File: config.mk
export PLATFORM = sky130hd
export DESIGN_NAME = multiword_add_ctrl
export DESIGN_NICKNAME = d
export VERILOG_FILES = /design/src/rtl/multiword_add_pkg.sv /design/src/rtl/multiword_add_ctrl_fulladder4.sv /design/src/rtl/multiword_add_ctrl.sv
export SDC_FILE = /design/constraint.sdc
export NUM_CORES = 1
export LEC_CHECK = 0
export CAP_MARGIN = 20
export CORE_MARGIN = 4
export CORE_UTILIZATION = 53
export CTS_BUF_LIST = sky130_fd_sc_hd__clkbuf_8
export CTS_CLUSTER_DIAMETER = 60
export DETAILED_ROUTE_END_ITERATION = 10
export PLACE_DENSITY = 0.82
export SYNTH_ARGS = -nofsm -noshare
export SYNTH_HDL_FRONTEND = slang
export SYNTH_SLANG_ARGS = --single-unit
File: constraint.sdc
create_clock -name clk -period 3.5 [get_ports clk]
set_input_delay 1.05 -clock clk [delete_from_list [all_inputs] [get_ports clk]]
set_output_delay 1.05 -clock clk [all_outputs]
set_load 0.02 [all_outputs]
File: src/rtl/multiword_add_pkg.sv
// Shared types and defaults for the multi-word sequential adder.
// The optional subtract mode is enabled by defining MULTIWORD_ADD_SUB_EN.
package multiword_add_pkg;

  typedef enum logic [1:0] {
    IDLE = 2'd0,
    RUN  = 2'd1,
    DONE = 2'd2
  } state_t;

  localparam int DEF_WIDTH = 4;
  localparam int DEF_WORDS = 4;

  // Slice index width; a single-word build still needs a 1-bit index.
  function automatic int idx_width(input int words);
    if (words > 1) begin
      return $clog2(words);
    end else begin
      return 1;
    end
  endfunction

endpackage

File: src/rtl/multiword_add_ctrl_fulladder4.sv
// Combinational ripple-carry adder slice shared by the multi-word sequencer.
module fullAdder4 #(
  parameter int width = 4
) (
  input  logic [width-1:0] a,
  input  logic [width-1:0] b,
  input  logic             Cin,
  output logic [width-1:0] sum,
  output logic             Cout
);

  logic [width:0] carry;

  assign carry[0] = Cin;

  for (genvar i = 0; i < width; i++) begin : g_bit
    assign sum[i]     = a[i] ^ b[i] ^ carry[i];
    assign carry[i+1] = (a[i] & b[i]) | (carry[i] & (a[i] ^ b[i]));
  end

  assign Cout = carry[width];

endmodule

File: src/rtl/multiword_add_ctrl.sv
// Adds two WORDS*WIDTH-bit operands over WORDS cycles through one WIDTH-bit adder.
// Defining MULTIWORD_ADD_SUB_EN adds a 'sub' port selecting a - b.
module multiword_add_ctrl
  import multiword_add_pkg::*;
#(
  parameter int WIDTH = DEF_WIDTH,
  parameter int WORDS = DEF_WORDS
) (
  input  logic                   clk,
  input  logic                   rst,
  input  logic                   start,
  input  logic [WORDS*WIDTH-1:0] a,
  input  logic [WORDS*WIDTH-1:0] b,
  input  logic                   Cin,
`ifdef MULTIWORD_ADD_SUB_EN
  input  logic                   sub,
`endif
  output logic                   busy,
  output logic                   done,
  output logic [WORDS*WIDTH-1:0] sum,
  output logic                   Cout
);

  localparam int N  = WORDS * WIDTH;
  localparam int IW = idx_width(WORDS);
  localparam logic [IW-1:0] LAST_IDX = IW'(WORDS - 1);

  state_t          state;
  state_t          next_state;
  logic [IW-1:0]   idx;
  logic            carry_q;
  logic [N-1:0]    a_q;
  logic [N-1:0]    b_q;
  logic [WIDTH-1:0] a_slice;
  logic [WIDTH-1:0] b_slice;
  logic [WIDTH-1:0] add_sum;
  logic             add_cout;
  logic             first_carry;
`ifdef MULTIWORD_ADD_SUB_EN
  logic             sub_q;
`endif

  // Slice select; subtraction feeds the inverted B slice (two's complement with carry-in 1).
  always_comb begin
    a_slice = a_q[idx*WIDTH +: WIDTH];
    b_slice = b_q[idx*WIDTH +: WIDTH];
`ifdef MULTIWORD_ADD_SUB_EN
    if (sub_q) begin
      b_slice = ~b_q[idx*WIDTH +: WIDTH];
    end else begin
      b_slice = b_q[idx*WIDTH +: WIDTH];
    end
    if (sub) begin
      first_carry = 1'b1;
    end else begin
      first_carry = Cin;
    end
`else
    first_carry = Cin;
`endif
  end

  fullAdder4 #(.width(WIDTH)) u_adder (
    .a    (a_slice),
    .b    (b_slice),
    .Cin  (carry_q),
    .sum  (add_sum),
    .Cout (add_cout)
  );

  // Next-state logic.
  always_comb begin
    next_state = state;
    case (state)
      IDLE: begin
        if (start) begin
          next_state = RUN;
        end else begin
          next_state = IDLE;
        end
      end
      RUN: begin
        if (idx == LAST_IDX) begin
          next_state = DONE;
        end else begin
          next_state = RUN;
        end
      end
      DONE:    next_state = IDLE;
      default: next_state = IDLE;
    endcase
  end

  // State, operand/result registers; busy/done registered from the next state.
  always_ff @(posedge clk or posedge rst) begin
    if (rst) begin
      state   <= IDLE;
      idx     <= '0;
      carry_q <= 1'b0;
      a_q     <= '0;
      b_q     <= '0;
      sum     <= '0;
      Cout    <= 1'b0;
      busy    <= 1'b0;
      done    <= 1'b0;
`ifdef MULTIWORD_ADD_SUB_EN
      sub_q   <= 1'b0;
`endif
    end else begin
      state <= next_state;
      busy  <= (next_state == RUN);
      done  <= (next_state == DONE);
      case (state)
        IDLE: begin
          if (start) begin
            a_q     <= a;
            b_q     <= b;
            carry_q <= first_carry;
            idx     <= '0;
            sum     <= '0;
`ifdef MULTIWORD_ADD_SUB_EN
            sub_q   <= sub;
`endif
          end
        end
        RUN: begin
          sum[idx*WIDTH +: WIDTH] <= add_sum;
          carry_q                 <= add_cout;
          idx                     <= idx + IW'(1);
          if (idx == LAST_IDX) begin
            Cout <= add_cout;
          end
        end
        default: begin
        end
      endcase
    end
  end

endmodule

## Yosys cells after proc, flatten, opt, wreduce, memory -nomap -nowiden

Index checks and enable logic that the tools add are counted.
W data, S select, Z words.

- Input bits: 36
- Word-level logic and storage cells: 55
- Bits in registers: 56
- Output and inout port bits: 19

- Muxes and demuxes: 10
- Equality and inequality tests: 5
- Shift-type cells: 4
- $add $sub $neg: 2
- Reductions and logical operators: 5
- Bitwise operators: 20

Operators by type and width:

| cell | count |
|---|---|
| $neg A4 Y34 | 1 |
| $shift A4 B34 Y16 const A | 1 |
| $shiftx A4 B34 Y16 | 1 |
| $pmux W16 S2 | 1 |
| $shiftx A16 B5 Y4 | 2 |
| $bwmux W16 | 1 |
| $mux W16 | 1 |
| $and A1 B1 Y1 | 8 |
| $pmux W2 S2 | 2 |
| $xor A1 B1 Y1 | 8 |
| $reduce_and A2 Y1 | 3 |
| $eq A2 B1 Y1 const B | 2 |
| $eq A2 B2 Y1 const B | 2 |
| $mux W2 | 2 |
| $or A1 B1 Y1 | 4 |
| $add A2 B1 Y2 const B | 1 |
| $logic_not A2 Y1 | 1 |
| $mux W1 | 2 |
| $ne A2 B2 Y1 const B | 1 |
| $pmux W1 S2 | 1 |
| $reduce_bool A2 Y1 | 1 |

## Logic depth before layout (Yosys ltp)

- Depth in word-level cells: 12
- Depth in mapped cells: 12
- Mapped depth without buffers: 11

## Cells and area by module

Synthesis repeated with hierarchy kept, for this count alone.

- Cell total of the unflattened synthesis: 172
- Area, all modules: 2561.2 µm²

By module, submodules not included:

| module | sequential area each (µm²) | times used | area each (µm²) | cells each |
|---|---|---|---|---|
| multiword_add_ctrl | 1401.3 | 1 | 2443.6 | 158 |
| fullAdder4 | 0.0 | 1 | 117.6 | 14 |

## Worst setup path before layout

OpenSTA, ideal clock, no wires.

- Kind: register to register
- From: register idx[0]
- To: register sum[11]
- Path slack: 0.777 ns
- Setup time: 0.121 ns
- Period minus slack after synthesis: 2.723 ns
- Path buffers: 1
- Cell stages (with the launch flop): 12
- Data required time: 3.379 ns
- Arrival: 2.602 ns
- Path through: dfrtp_1 -> buf_6 -> mux4_2 -> inv_1 -> fa_1 -> inv_1 -> fa_1 -> inv_1 -> fa_1 -> inv_1 -> fa_1 -> a22o_1

- Longest elaborated chain between the ends: 12
- Elaborated cells between the ends (all ways): 24
- Classes of those cells: 1 x add/sub; 4 x shift; 2 x mux; 17 x bitwise

RTL lines:

| item | RTL line | source |
|---|---|---|
| start: declaration | multiword_add_ctrl.sv:30 | `logic [IW-1:0] idx;` |
| start signal: assignment | multiword_add_ctrl.sv:129 | `idx <= idx + IW'(1);` |
| $shiftx A16 B5 Y4, on equally long branches | multiword_add_ctrl.sv:45, multiword_add_ctrl.sv:46 |  |
| $xor A1 B1 Y1 | multiword_add_ctrl_fulladder4.sv:17, multiword_add_ctrl_fulladder4.sv:18 |  |
| $and A1 B1 Y1 | multiword_add_ctrl_fulladder4.sv:18 | `assign carry[i+1] = (a[i] & b[i]) \| (carry[i] & (a[i] ^ b[i]));` |
| $or A1 B1 Y1 | multiword_add_ctrl_fulladder4.sv:18 |  |
| $and A1 B1 Y1 | multiword_add_ctrl_fulladder4.sv:18 |  |
| $or A1 B1 Y1 | multiword_add_ctrl_fulladder4.sv:18 |  |
| $and A1 B1 Y1 | multiword_add_ctrl_fulladder4.sv:18 |  |
| $or A1 B1 Y1 | multiword_add_ctrl_fulladder4.sv:18 |  |
| $xor A1 B1 Y1 | multiword_add_ctrl_fulladder4.sv:17 | `assign sum[i] = a[i] ^ b[i] ^ carry[i];` |
| $shiftx A4 B34 Y16 | multiword_add_ctrl.sv:127 | `sum[idx*WIDTH +: WIDTH] <= add_sum;` |
| $bwmux W16 (*) | multiword_add_ctrl.sv:127 |  |
| $pmux W16 S2 (*) | multiword_add_ctrl.sv:113 | `case (state)` |
| end signal: indexed assignment | multiword_add_ctrl.sv:127 |  |
| end: declaration | multiword_add_ctrl.sv:20 | `output logic [WORDS*WIDTH-1:0] sum,` |

Every way passes the cells marked *; elsewhere a longest branch is shown, timed or not.
A chain may end at the register's enable or synchronous reset.

## Worst setup path after layout

Same ends and word-level chain as after synthesis.

==> impl_metrics.json <==
{
  "highest_layer": "met4",
  "cp-start-kind": "register",
  "status": "finished clean",
  "worst_path_dominant_cell_family": "adder cells",
  "tightest_slew_ps": 666,
  "ant_nets": 0,
  "mostFrequentLayoutCells": "dfrtp_1 (56), clkdlybuf4s50_1 (54), mux2_4 (31), inv_1 (11), a22o_1 (9)",
  "layout.cells.non_filler": 301,
  "power.total_mw": 3.32,
  "met3_length_um": 246,
  "synth_top_cell_by_area": "dfrtp_1",
  "worst-path-buf-inv": 3,
  "drv_cap": 0,
  "slowest_delay_ps": 580,
  "cts_setup_buffers": 0,
  "ir_worst_vdd_mv": 0.403,
  "cts_hold_buffers": 0,
  "overflow": 0,
  "dp.cells": 293,
  "cts_made_buffers": 5,
  "top_level_ports": 55,
  "placementRows": 26,
  "netlist.area_leader.share_pct": 50.7,
  "design_area_um2": 3410,
  "wl_met2_um": 2600,
  "netlist_instances": 173,
  "cts_max_level": 2,
  "critPathKind": "reg -> reg",
  "hold_class": "reg -> reg",
  "cts_sinks": 56,
  "place_worst_setup_slack_ps": 579,
  "worstPathRequired_ps": 3700,
  "port-buffer-count": 54,
  "final_layout_size_suffix_gt1_share_pct": 25.1,
  "dr.pass1.iters": 4,
  "initial_core_util_pct": 54.4,
  "routed_wl_um": 5170,
  "routed-via-count": 1615,
  "synth.area.top_cells": "dfrtp_1 (51%), mux2_4 (17%), mux4_1 (4.8%)",
  "place_area_um2": 3320,
  "rsz0062_at_grt": "no",
  "cp_common_cell": "fa_1",
  "drc_errors": 0,
  "ff2ff_setup_slack_ps": 580,
  "crit_arrival_ps": 3130,
  "core_um2": 5070,
  "fin_ws_ps": 576,
  "clk_pin_slew_ps": 90,
  "diodes": 0,
  "tritoncts": "yes",
  "post_cts_resized": 0,
  "max_freq_mhz": 342,
  "ys_seq_elements": 56,
  "relSlewSlack_pct": 55.6,
  "dieArea_um2": 6430,
  "yosysSeqAreaShare_pct": 50.7,
  "finalSetupTns_ps": 0,
  "slew_violations": 0,
  "clk_latency_ps": 310,
  "layout_commonest_cell": "dfrtp_1",
  "final_nets": 274,
  "clock_path_buffers": 2,
  "grt_usage_pct": 18.2,
  "grt_pass1_wl_um": 8670,
  "hpwlAfterDp_um": 3930,
  "syn_area_um2": 2760,
  "timing_hold_violations_final": 0,
  "drt_iter0_markers": 71,
  "timing.critical_path.fanout_max": 9,
  "period_share_pct": 83.5,
  "leakagePower_nw": 1.54,
  "pwr_density_cell_nw_per_um2": 972,
  "gp_congestion": 0.831,
  "ys.warnings.count": 0,
  "crit_slowest_cell": "dfrtp_1",
  "postSynthAreaPerCell_um2": 16.0,
  "antenna_found_initial": 0,
  "synth_cell_type_count": 32,
  "die_w_um": 80.2,
  "synth.net_count": 217,
  "crit_chain": "buf_4 -> mux4_1 -> fa_1 -> inv_1 -> fa_1 -> inv_1 -> fa_1 -> a22o_1",
  "die_y_um": 80.2,
  "fin_skew_ps": 4.13,
  "area_growth_syn_to_layout_pct": 23.6,
  "hold_ws_ps": 500,
  "end_kind": "register",
  "setup_viol": 0,
  "wire_per_inst_um": 17.2,
  "post-route-min-period_ps": 2920,
  "first_global_vias": 1747,
  "wl_met1_um": 2250,
  "finalCoreUtilization_pct": 67.3,
  "root_buffer": "clkbuf_8",
  "grt_start_max_net_pins": 57,
  "viasPerCell": 5.37
}
cell type report:
type                       instances  area (um2)
fill                             387        1660
sequential                        56        1400
multi-input combinational         99        1210
timing repair buffer              57         576
tap                               70        87.6
clock buffer                       6        82.6
inverter                          11        41.3
clock inverter                     2        11.3
kinds of logic (layout without fill, tap and decap cells):
kind of cell | after synthesis | after routing | share of synthesized area [%]
muxes | 42 | 42 | 25.3
adders and majority gates | 8 | 8 | 4.71
and+or+nand+nor | 23 | 23 | 6.34
DFF | 56 | 56 | 50.7
buffers and inverters | 18 | 76 | 5.30
AOI/OAI and AO/OA | 26 | 26 | 7.65
per-layer routing:
metal | GRT usage, % | vias to the layer above
met1 | 22.5 | 813
met5 | 0 | -
met4 | 6.93 | 0
met3 | 5.04 | 6
li1 | - | 742
met2 | 30.1 | 54
cell usage after synthesis (all sizes together):
| library cell | number |
|---|---|
| nor2 | 3 |
| buf | 7 |
| nand3b | 1 |
| inv | 11 |
| a22o | 9 |
| and3b | 2 |
| o2bb2ai | 8 |
| dfrtp | 56 |
| mux2 | 34 |
| nor2b | 1 |
| and4 | 1 |
| nand2b | 2 |
| nand2 | 5 |
| a21oi | 3 |
| fa | 4 |
| nand3 | 2 |
| o21ai | 1 |
| and3 | 2 |
| mux4 | 8 |
| and4bb | 1 |
| and2 | 2 |
| o21bai | 1 |
| nand4 | 1 |
| ha | 4 |
| a21o | 4 |
registers in the layout (all words and copies together), names as in the netlist:
name     flops
busy         1
a_q         16
state        2
Cout         1
b_q         16
sum         16
idx          2
done         1
carry_q      1
where the power goes:
part / internal (mW) / switching (mW) / total (mW) / leakage (nW)
combinational: 0.982 / 0.799 / 1.78 / 0.795
sequential: 0.945 / 0.233 / 1.18 / 0.697
clock: 0.158 / 0.200 / 0.358 / 0.0486
path summary, 6_finish.rpt:
kind,depth (start not counted),start,endpoint
max,8,idx[0],sum[11]
min,1,sum[0],sum[0]
max reg2reg,8,idx[0],sum[11]
min reg2reg,1,sum[0],sum[0]
max in group asynchronous,3,rst,a_q[8]
min in group asynchronous,3,rst,sum[6]
(Power assumes the default switching activity.)
